File: config.mk
export PLATFORM = sky130hd
export DESIGN_NAME = jt51_op_exp_flat
export DESIGN_NICKNAME = d
export VERILOG_FILES = /design/src/rtl/jt51_op_exp_if.sv /design/src/rtl/jt51_op_exp.sv /design/src/flat_wrapper.sv
export SDC_FILE = /design/constraint.sdc
export NUM_CORES = 1
export LEC_CHECK = 0
export ABC_CLOCK_PERIOD_IN_PS = 2600
export CORE_MARGIN = 1
export CORE_UTILIZATION = 45
export CTS_BUF_LIST = sky130_fd_sc_hd__clkbuf_4 sky130_fd_sc_hd__clkbuf_8 sky130_fd_sc_hd__clkbuf_16
export CTS_CLUSTER_DIAMETER = 120
export DETAILED_ROUTE_END_ITERATION = 6
export PLACE_DENSITY = 0.61
export SYNTH_ARGS = -nofsm -noshare
export SYNTH_HDL_FRONTEND = slang
export SYNTH_SLANG_ARGS = --single-unit
File: constraint.sdc
create_clock -name clk -period 2.6 [get_ports clk]
set_input_delay 0.26 -clock clk [delete_from_list [all_inputs] [get_ports clk]]
set_output_delay 0.26 -clock clk [all_outputs]
set_load 0.05 [all_outputs]
File: src/rtl/jt51_op_exp_if.sv
// jt51_op_exp_if: sample bus between the level summing stage and the operator accumulator
interface jt51_op_exp_if #(parameter int OUT_W = 14);
  logic in_valid;
  logic [12:0] att;
  logic sign;
  logic out_valid;
  logic signed [OUT_W-1:0] out;
  modport master(output in_valid, att, sign, input out_valid, out);
  modport slave(input in_valid, att, sign, output out_valid, out);
endinterface

File: src/rtl/jt51_op_exp.sv
// jt51_op_exp: log-domain operator level to signed linear sample via exponent ROM and shifter
module jt51_op_exp #(parameter int OUT_W = 14) (
  input logic clk,
  input logic rst_n,
  input logic cen,
  jt51_op_exp_if.slave bus
);
  // exp[a] = 65536*(2^(1-(a+1)/256)-1), built by repeated multiplication by 2^(-1/256) in Q30
  function automatic logic [4095:0] rom_init();
    logic [63:0] p;
    logic [4095:0] t;
    p = 64'd1 << 31;
    t = '0;
    for (int a = 0; a < 256; a++) begin
      p = (p * 64'd4283353945) >> 32;
      t[a*16 +: 16] = 16'(((p + 64'd8192) >> 14) - 64'd65536);
    end
    return t;
  endfunction
  localparam logic [4095:0] ROM = rom_init();
  localparam logic [5:0] SH_BIAS = 6'(18 - OUT_W);
  logic [12:0] att1;
  logic sign1, v1, sign2, v2;
  logic [4:0] e2;
  logic [15:0] exp2;
  logic [5:0] sh;
  logic [OUT_W-2:0] mag;
  always_ff @(posedge clk)
    if (cen) exp2 <= ROM[{att1[7:0], 4'd0} +: 16];
  always_comb begin
    sh = {1'b0, e2} + SH_BIAS;
    mag = sh >= 6'd17 ? '0 : (OUT_W-1)'({1'b1, exp2} >> sh);
  end
  always_ff @(posedge clk)
    if (!rst_n) begin
      att1 <= '0;
      sign1 <= 1'b0;
      v1 <= 1'b0;
      e2 <= '0;
      sign2 <= 1'b0;
      v2 <= 1'b0;
      bus.out <= '0;
      bus.out_valid <= 1'b0;
    end else if (cen) begin
      att1 <= bus.att;
      sign1 <= bus.sign;
      v1 <= bus.in_valid;
      e2 <= att1[12:8];
      sign2 <= sign1;
      v2 <= v1;
      bus.out <= sign2 ? -{1'b0, mag} : {1'b0, mag};
      bus.out_valid <= v2;
    end
endmodule

File: src/flat_wrapper.sv
// flat-port wrapper written by rule: the top's interface ports become plain ports
module jt51_op_exp_flat 
#(parameter int OUT_W = 14)
  (clk, rst_n, cen, bus_in_valid, bus_att, bus_sign, bus_out_valid, bus_out);
  jt51_op_exp_if #(.OUT_W(OUT_W)) bus_i ();
  input logic clk;
  input logic rst_n;
  input logic cen;
  input wire logic [$bits(bus_i.in_valid)-1:0] bus_in_valid;
  input wire logic [$bits(bus_i.att)-1:0] bus_att;
  input wire logic [$bits(bus_i.sign)-1:0] bus_sign;
  output wire logic [$bits(bus_i.out_valid)-1:0] bus_out_valid;
  output wire logic [$bits(bus_i.out)-1:0] bus_out;
  assign bus_i.in_valid = bus_in_valid;
  assign bus_i.att = bus_att;
  assign bus_i.sign = bus_sign;
  assign bus_out_valid = bus_i.out_valid;
  assign bus_out = bus_i.out;
  jt51_op_exp #(.OUT_W(OUT_W)) u_core (.clk(clk), .rst_n(rst_n), .cen(cen), .bus(bus_i));
endmodule
# --- After elaboration in Yosys (flattened, before gate mapping) ---
# Index checks and enable logic that the tools add are counted.
classes:
  addsub: 2
  order_cmp: 1
  shifts: 2
  muxes: 2
ops:
  columns: ["cell", "count"]
  rows:
  - ["4096-bit by 13-bit indexed part select with 16-bit output, first input constant", 1]
  - ["17-bit by 6-bit right shift with 13-bit output", 1]
  - ["14-bit two-way mux", 1]
  - ["13-bit negation with 14-bit output", 1]
  - ["13-bit two-way mux", 1]
  - ["5-bit by 3-bit adder with 6-bit output, second input constant", 1]
  - ["6-bit by 5-bit greater-or-equal comparator with 1-bit output, second input constant", 1]
word_totals:
  ff_bits: 53
  wordCells: 16

# --- Longest topological paths before layout ---
depth:
  depth_word: 5
  mapped_depth: 13
  ltp_nobuf: 10

# --- Worst setup path after synthesis ---
# OpenSTA, ideal clock, no wires.
synth_timing:
  path_type: "register -> register"
  from: "register u_core.att1[1]"
  to: "register u_core.exp2[7], data pin"
  setup_ps: 272
  arrival_ps: 2453
  path_slack_ps: -125
  stages_incl_launch_ff: 11
  path_buffers: 2
  path_cell_list: "dfxtp_1 inv_1 ha_1 clkbuf_1 or2_2 clkbuf_1 nand3_1 o211ai_1 o2111ai_1 and2_0 mux4_2"
synth_via:
  elab_chain_cells: 1
synth_rtl:
  columns: ["element", "line", "rtl"]
  rows:
  - ["from (decl)", "jt51_op_exp.sv:22", "logic [12:0] att1;"]
  - ["from (signal assigned)", "jt51_op_exp.sv:45", "att1 <= bus.att;"]
  - ["4096-bit by 13-bit indexed part select with 16-bit output", "jt51_op_exp.sv:29", "if (cen) exp2 <= ROM[{att1[7:0], 4'd0} +: 16];"]
  - ["to (signal assigned)", "jt51_op_exp.sv:29", null]
  - ["to (decl)", "jt51_op_exp.sv:25", "logic [15:0] exp2;"]
# Every way passes these cells.
# A chain may end at the register's enable or synchronous reset.

# --- Final worst setup path ---
layout_timing:
  from: "register u_core.exp2[13]"
  to: "register u_core.bus.out[12]"
layout_via:
  elab_chain_cells: 4
layout_rtl:
  columns: ["element", "line", "rtl"]
  rows:
  - ["17-bit by 6-bit right shift with 13-bit output *", "jt51_op_exp.sv:32", "mag = sh >= 6'd17 ? '0 : (OUT_W-1)'({1'b1, exp2} >> sh);"]
  - ["13-bit two-way mux *", "jt51_op_exp.sv:32", null]
  - ["13-bit negation with 14-bit output", "jt51_op_exp.sv:51", "bus.out <= sign2 ? -{1'b0, mag} : {1'b0, mag};"]
  - ["14-bit two-way mux *", "jt51_op_exp.sv:51", null]
  - ["to (signal assigned)", "jt51_op_exp.sv:51", null]
  - ["to (decl)", "jt51_op_exp_if.sv:9", "modport slave(input in_valid, att, sign, output out_valid, out);"]
# Every way passes the cells marked *; elsewhere a longest branch is shown, timed or not.

==> flow_summary.toml <==
[place]
dp_hpwl_um = 17300
portBuffers = 32
gp_congestion = 1.07
pre_cts_slack_ns = -0.0819

[synth]
ys_seq_elements = 49
synth_nets = 848
synth_edf_count = 12
syn_area_um2 = 5790
yosys_warnings = 0
syn-mean-instance-area_um2 = 7.10
synth_commonest_cells = "103 x nor2_1, 75 x nand2_1, 73 x o21ai_0"
yosys_most_used_dff = "dfxtp_1"
synth_top_area_share_pct = 12.8
synth_cell_types = 70
yosysMostFrequentCell = "nor2_1"
synth_cells = 815
yosys.area.top_type = "dfxtp_1"
synthArstFlopShare_pct = 0
synth_area_leaders = "dfxtp_1 13%, nor2_1 6.7%, mux2i_1 6.6%, o21ai_0 6.3%, edfxtp_1 6.2%"
ys_seq_area_share_pct = 19.0

[global_routing]
overflow = 0
grt_max_degree = 51
track_usage_pct = 35.7
grt_pass1_wl_um = 36500
grt_pass1_vias = 6527
antenna_found_initial = 0

[setup_path]
startpoint_type = "flip-flop"
r2r_setup_slack_ns = 0.04
required_ns = 2.83
endpoint_kind = "flip-flop"
cp.arrival_ns = 2.79
setup.worst_path.class = "flip-flop to flip-flop"
cp_max_fo = 4

[timing]
worst_slew_pin_slew_ns = 0.751
fin_crit_sh_pct = 98.5
max_clock_freq_mhz = 391
relSlewSlack_pct = 49.9
setup_viol = 0
fin_crit_ns = 2.56
clock_skew_ns = 0.0146
finalHoldViolCount = 0
slew_viol_final = 0
rsz0062_at_grt = "true"
layout_setup_ws_ns = 0.0399

[routing]
vias = 7084
post_drt_via_cell_ratio = 6.59
wl_per_cell_um = 21.8
drtAntennaViolNets = 0
first_pass_iters = 6
drt-total-wl_um = 23500
first_iter_violations = 1076
drcViolationCount = 0

[power]
power.total_uw = 3090
powerDensity_nw_per_um2 = 425
peakVddDrop_mv = 0.231
leakagePower_uw = 0.00276

[final_layout]
layout-drive-gt1-share_pct = 21.2
syn_to_final_growth_pct = 25.5
n_antenna_cell = 0
fin_nets = 935

[clock_network]
cts_tree = "built"
cts_max_level = 2
clockBufferDepth = 2
postCtsHoldBufs = 0
clk_latency_ns = 0.30
cts_inserted_buffers = 5
clock_sinks = 49
path_clk_slew_ns = 0.08
clock-root-buffer = "clkbuf_16"

[floorplan]
coreArea_um2 = 12600
die_area_um2 = 13300
chipWidth_um = 115
initial_core_util_pct = 46.1
die_h_um = 115
fp-row-count = 41
ios = 33

[hold_path]
hold_path_class = "flip-flop to flip-flop"

[run_status]
status = "finished clean"

[flow_run]
cap_violations = 0
area by class of cell:
type                       count  area [um^2]
fill                        1186         5300
sequential                    49         1110
clock buffer                   5          125
multi-input combinational    662         4330
timing repair buffer         166         1400
tap                          172          215
inverter                      18         68.8
clock inverter                 3         23.8
state kept, by name (all words and copies together), names as in the netlist:
signal,count
u_core.bus.out,14
u_core.att1,13
u_core.exp2,12
u_core.e2,5
u_core.bus.out_valid,1
u_core.sign1,1
u_core.sign2,1
u_core.v1,1
u_core.v2,1
final timing paths:
path	startpoint	to	cells past startpoint
hold / removal	u_core.bus.out[13]	u_core.bus.out[13]	2
hold reg to reg	u_core.bus.out[13]	u_core.bus.out[13]	2
setup / recovery	u_core.exp2[13]	u_core.bus.out[12]	9
setup reg to reg	u_core.exp2[13]	u_core.bus.out[12]	9
critical path: stages (launching register included):
cell,delay [ns]
edfxtp_1,0.44
buf_4,0.18
mux2_2,0.29
mux2i_2,0.30
o211a_1,0.23
ha_1,0.22
nand2b_4,0.07
nor3_2,0.23
mux2_2,0.36
a31oi_1,0.17
report_power, final:
part | switching [uW] | internal [uW]
Clock | 318 | 365
Sequential | 72.6 | 851
Combinational | 855 | 626
metal layers:
metal  vias up  wire length, um  track usage, %
met4         0             1150            18.4
li1       3204                -               -
met3        97             2150            5.81
met1      3338             9330            45.4
met5         -                0               0
met2       445            10800            58.3
cells by family (layout without fill, tap and decap cells):
family / count (synthesis) / count (layout) / synth area share, %
multiplexers: 55 / 55 / 12.1
adder cells (fa/ha/maj): 15 / 15 / 3.24
flip-flops: 49 / 49 / 19.0
AND/OR/NAND/NOR: 293 / 293 / 23.7
AO/OA/AOI/OAI: 289 / 289 / 33.0
XOR/XNOR: 10 / 10 / 1.51
buffers and inverters: 104 / 192 / 7.50
per-stage QoR:
step / utilization, % / hold WS (ns) / instance area, um^2 / TNS, ns / instances
2_1_floorplan: - / 0.372 / 5790 / 0 / 815
3_3_place_gp: 55.8 / 0.469 / 7020 / -0.0252 / 1065
3_5_place_dp: 55.8 / 0.484 / 7020 / -0.140 / 1065
4_1_cts: 57.0 / 0.497 / 7170 / 0 / 1073
5_1_grt: 57.8 / 0.518 / 7260 / -0.283 / 1075
6_report: 57.8 / 0.490 / 7260 / 0 / 1075
what timing repair did:
action | in CTS | in global routing
buffers inserted | 0 | 2
pin swaps | 0 | 5
resized for setup | 2 | 17
endpoints found under the setup margin | 2 | 13
gates cloned | 0 | 0
cell usage in the layout, fill, tap and decap left out, drive strengths merged, types with 17 or more instances in the layout:
| cell | netlist | routed |
|---|---|---|
| o211ai | 20 | 20 |
| a21oi | 68 | 68 |
| nand2b | 21 | 21 |
| a211oi | 17 | 17 |
| clkdlybuf4s50 | 0 | 31 |
| buf | 21 | 135 |
| o21ai | 74 | 74 |
| dfxtp | 37 | 37 |
| nand2 | 75 | 75 |
| nor2 | 103 | 103 |
| nor3 | 20 | 20 |
| mux2i | 38 | 38 |
| nand3 | 20 | 20 |
| inv | 15 | 18 |
No activity file was read; power rests on OpenSTA's default activity.
